File: src/rtl/wptr_full.sv
// Write-side pointer and full/almost-full/count/overflow logic of an async FIFO.
// wen is combinational from winc and wfull; flags update one wclk edge later. A write that arrives while wfull=1 is dropped and sets woverflow.
module wptr_full #(
    parameter int ASIZE        = 3,
    parameter int AFULL_THRESH = 2
) (
    input  logic             wclk,
    input  logic             in_resetn,
    input  logic             winc,
    input  logic             wovf_clr,
    input  logic [ASIZE:0]   wq2_rptr,
    output logic [ASIZE:0]   wptr,
    output logic [ASIZE-1:0] waddr,
    output logic             wen,
    output logic             wfull,
    output logic             walmost_full,
    output logic [ASIZE:0]   wcount,
    output logic             woverflow
);

    localparam logic [ASIZE:0] AF_LEVEL = (ASIZE+1)'((2 ** ASIZE) - AFULL_THRESH);

    logic [ASIZE:0] wbin;
    logic [ASIZE:0] wbin_next;
    logic [ASIZE:0] wgray_next;
    logic [ASIZE:0] rbin_s;
    logic [ASIZE:0] wdiff;
    logic [ASIZE:0] full_ptr;

    assign wen        = winc & ~wfull;
    assign waddr      = wbin[ASIZE-1:0];
    assign wbin_next  = wbin + {{ASIZE{1'b0}}, wen};
    assign wgray_next = (wbin_next >> 1) ^ wbin_next;

    // Each binary bit is the XOR of the Gray bits at and above it.
    always_comb begin
        rbin_s = '0;
        for (int i = 0; i <= ASIZE; i++) begin
            rbin_s[i] = ^(wq2_rptr >> i);
        end
    end

    assign wdiff    = wbin_next - rbin_s;
    // Gray value of the read pointer advanced by one full lap of the memory.
    assign full_ptr = {~wq2_rptr[ASIZE:ASIZE-1], wq2_rptr[ASIZE-2:0]};

    always_ff @(posedge wclk or negedge in_resetn) begin
        if (!in_resetn) begin
            wbin         <= '0;
            wptr         <= '0;
            wfull        <= 1'b0;
            walmost_full <= 1'b0;
            wcount       <= '0;
            woverflow    <= 1'b0;
        end else begin
            wbin         <= wbin_next;
            wptr         <= wgray_next;
            wfull        <= (wgray_next == full_ptr);
            walmost_full <= (wdiff >= AF_LEVEL);
            wcount       <= wdiff;
            if (winc && wfull) begin
                woverflow <= 1'b1;
            end else if (wovf_clr) begin
                woverflow <= 1'b0;
            end
        end
    end

endmodule
File: config.mk
export PLATFORM = sky130hd
export DESIGN_NAME = wptr_full
export DESIGN_NICKNAME = d
export VERILOG_FILES = /design/src/rtl/wptr_full.sv
export SDC_FILE = /design/constraint.sdc
export NUM_CORES = 1
export LEC_CHECK = 0
export CORE_UTILIZATION = 44
export CTS_CLUSTER_DIAMETER = 30
export CTS_CLUSTER_SIZE = 24
export DETAILED_ROUTE_END_ITERATION = 8
export MAX_ROUTING_LAYER = met4
export PLACE_DENSITY = 0.77
export SETUP_SLACK_MARGIN = 0.05
export SLEW_MARGIN = 20
export SYNTH_ARGS = -nofsm -noshare
export SYNTH_HDL_FRONTEND = slang
export SYNTH_SLANG_ARGS = --single-unit
File: constraint.sdc
create_clock -name wclk -period 2.7 [get_ports wclk]
set_input_delay 0.81 -clock wclk [delete_from_list [all_inputs] [get_ports wclk]]
set_output_delay 0.81 -clock wclk [all_outputs]
set_load 0.01 [all_outputs]
==> results.sh <==
export IMPL_cts_buffers=3
export IMPL_arrival_ns=2.64
export IMPL_power_density_nw_per_um2=1390
export IMPL_wl_mm=1.58
export IMPL_comb_power_share_pct=67.1
export IMPL_crit_path_start="winc"
export IMPL_synth_edf_count=0
export IMPL_diodes=0
export IMPL_yosysTopAreaCell="dfrtp_1"
export IMPL_synthTopCellsByArea="dfrtp_1 49%, ha_1 8.8%, xor2_1 7.4%"
export IMPL_finalWorstSetupSlack_ns=0.228
export IMPL_drive_above_1_share_pct=27.3
export IMPL_finalSetupViolCount=0
export IMPL_grtUsageTotal_pct=19.8
export IMPL_hold_buffers=0
export IMPL_hpwlAfterDp_mm=1.22
export IMPL_synth_most_common_cell="dfrtp_1"
export IMPL_netlist_area_leader_share_pct=49.2
export IMPL_final_cells=115
export IMPL_clock_sinks=14
export IMPL_mappedNetlistArea_um2=712
export IMPL_yosysUniqueCellTypes=19
export IMPL_synth_ff_type="dfrtp_1"
export IMPL_ios=23
export IMPL_min_to="woverflow$_DFFE_PN0P_"
export IMPL_rrSetupSlack_ns=0.67
export IMPL_synth_async_reset_ratio_pct=100
export IMPL_dp_cells=109
export IMPL_crit_required_ns=2.86
export IMPL_area_delta_synth_final_pct=61.0
export IMPL_die_area_um2=1780
export IMPL_finalWeightedCongestion=0.840
export IMPL_drtIter0Drc=19
export IMPL_pwr_share_seq_pct=25.8
export IMPL_cts_buffer_depth=2
export IMPL_start_util_pct=47.3
export IMPL_fillers=110
export IMPL_antenna_found_initial=0
export IMPL_r2r_start="wfull$_DFF_PN0_"
export IMPL_hold_class="reg -> reg"
export IMPL_wl_per_cell_um=13.7
export IMPL_p_clk_share_pct=7.1
export IMPL_tightest_slew_ns=0.607
export IMPL_ys_seq_area_share_pct=49.2
export IMPL_cts_htree_levels=1
export IMPL_seq_area_um2=350
export IMPL_power_share_switching_pct=37.5
export IMPL_end_kind="flip-flop"
export IMPL_grt_pass1_wl_mm=2.50
export IMPL_syn_inst=59
export IMPL_syn_num_nets=73
export IMPL_via_count=577
export IMPL_internal_power_w=0.000999
export IMPL_row_count=14
export IMPL_worstSetupPathType="in -> reg"
export IMPL_first_global_vias=578
export IMPL_p_leak_nw=0.537
export IMPL_reg2reg_to="wfull$_DFF_PN0_"
export IMPL_cp_start_kind="input port"
export IMPL_syn_avg_cell_area_um2=12.1
export IMPL_r2r_cells=8
export IMPL_synth_seq_cells=14
export IMPL_vias_per_cell=5.02
export IMPL_multi_input_area_um2=399
export IMPL_overflow=0
export IMPL_skew_ns=0.00283
export IMPL_cts_root_buffer="clkbuf_4"
export IMPL_drt_pass1_iter_count=4
export IMPL_clkLatencyLatePin_ns=0.27
export IMPL_tritoncts="built"
export IMPL_clk_pin_slew_ns=0.08
export IMPL_grt_max_degree=15
export IMPL_status="finished, final reports clean"
export IMPL_fmax_mhz=405
export IMPL_slew_viol_final=0
export IMPL_min_from="woverflow$_DFFE_PN0P_"
export IMPL_die_h_um=42.2
export IMPL_p_sw_w=0.000599
export IMPL_synthTopCellsByCount="14 x dfrtp_1, 7 x inv_1, 6 x xor2_1"
export IMPL_hold_path_depth=2
export IMPL_ir_drop_mv=0.694
export IMPL_rsz0062_at_grt="no"
export IMPL_p_total_w=0.00160
export IMPL_fin_crit_sh_pct=91.5
export IMPL_yosysWarnings=0
export IMPL_io_buffer_count=22
export IMPL_antenna_left=0
export IMPL_hold_viol=0
export IMPL_place_ws_ns=-0.387
export IMPL_worstPathMaxFanout=3
export IMPL_nNetsFinal=115
export IMPL_core_area_um2=1510
export IMPL_drc=0
export IMPL_maxSlewHeadroom_pct=59.4
export IMPL_drv_cap=0
export IMPL_min_period_ns=2.47
export IMPL_dieWidth_um=42.2
## state kept, by name (all words and copies together), names as in the netlist
register,cells
wcount,4
wptr,3
woverflow,1
walmost_full,1
wfull,1
wbin,4
## area by class of cell
class / count / area share (%)
Timing Repair Buffer: 37 / 28.6
Inverter: 7 / 2.29
Sequential cell: 14 / 30.6
Multi-Input combinational cell: 38 / 34.8
Tap cell: 16 / 1.75
Clock buffer: 3 / 1.97
## how the worst max path moves through the flow
stage	end	depth (start not counted)
2_1_floorplan	walmost_full$_DFF_PN0_	9
3_5_place_dp	walmost_full$_DFF_PN0_	10
3_3_place_gp	walmost_full$_DFF_PN0_	10
4_1_cts	walmost_full$_DFF_PN0_	10
5_1_grt	walmost_full$_DFF_PN0_	7
6_report	walmost_full$_DFF_PN0_	10
## power by group through the flow
stage	Combinational [W]	Clock (W)	Sequential, W
2_1_floorplan	0.000492	0	0.000458
3_3_place_gp	0.000968	0	0.000403
3_5_place_dp	0.00101	0	0.000410
4_1_cts	0.00109	0.000117	0.000410
5_1_grt	0.00116	0.000128	0.000421
6_report	0.00107	0.000113	0.000412
## timing repair
action	4_1_cts	5_1_grt
endpoints found under the hold margin	0	0
pin swaps	6	1
buffers inserted	3	0
endpoints found under the setup margin	2	1
resized for setup	9	0
## metrics by stage
stage / TNS, ns / util [%] / hold slack, ns / cell area (µm²)
final: 0 / 76.1 / 0.533 / 1150
after global routing: 0 / 76.1 / 0.568 / 1150
after CTS: 0 / 76.1 / 0.545 / 1150
after detailed placement: -1.06 / 71.1 / 0.532 / 1070
after global placement: -0.811 / 71.1 / 0.517 / 1070
after floorplan: 0 / - / 0.514 / 741
## kinds of logic after synthesis
| group | after synthesis | synth area share, % |
|---|---|---|
| adder cells (fa/ha/maj) | 6 | 11.6 |
| XOR/XNOR | 14 | 21.6 |
| AO/OA/AOI/OAI | 7 | 5.62 |
| flip-flops | 14 | 49.2 |
| buffers and inverters | 7 | 3.69 |
| AND/OR/NAND/NOR | 11 | 8.26 |
## worst max-delay path, stage by stage
cell	delay, ns
dlygate4sd2_1	0.25
nor2b_4	0.14
ha_4	0.17
ha_4	0.18
xor2_4	0.16
ha_4	0.29
nand2_1	0.04
o21ai_1	0.15
xor3_2	0.28
a21o_1	0.18
## metal layers
metal / up-vias / share of wire (%) / global-route usage (%)
met5: - / 0 / -
met1: 273 / 42 / 24.6
li1: 270 / - / -
met4: 0 / 1.4 / 5.63
met3: 6 / 5.9 / 3.88
met2: 28 / 51 / 32.9
## placed cells by master, fill, tap and decap left out, drive strengths merged, types with 2 or more instances in the layout
cell and count:
inv 7, xnor2 5, a21oi 2, nand3 4, dfrtp 14, dlygate4sd2 4, o21ai 3, nand2 2
buf 15, ha 5, clkdlybuf4s50 18, xor2 8, clkbuf 3
Note: power is estimated with default switching activity, not from simulation.
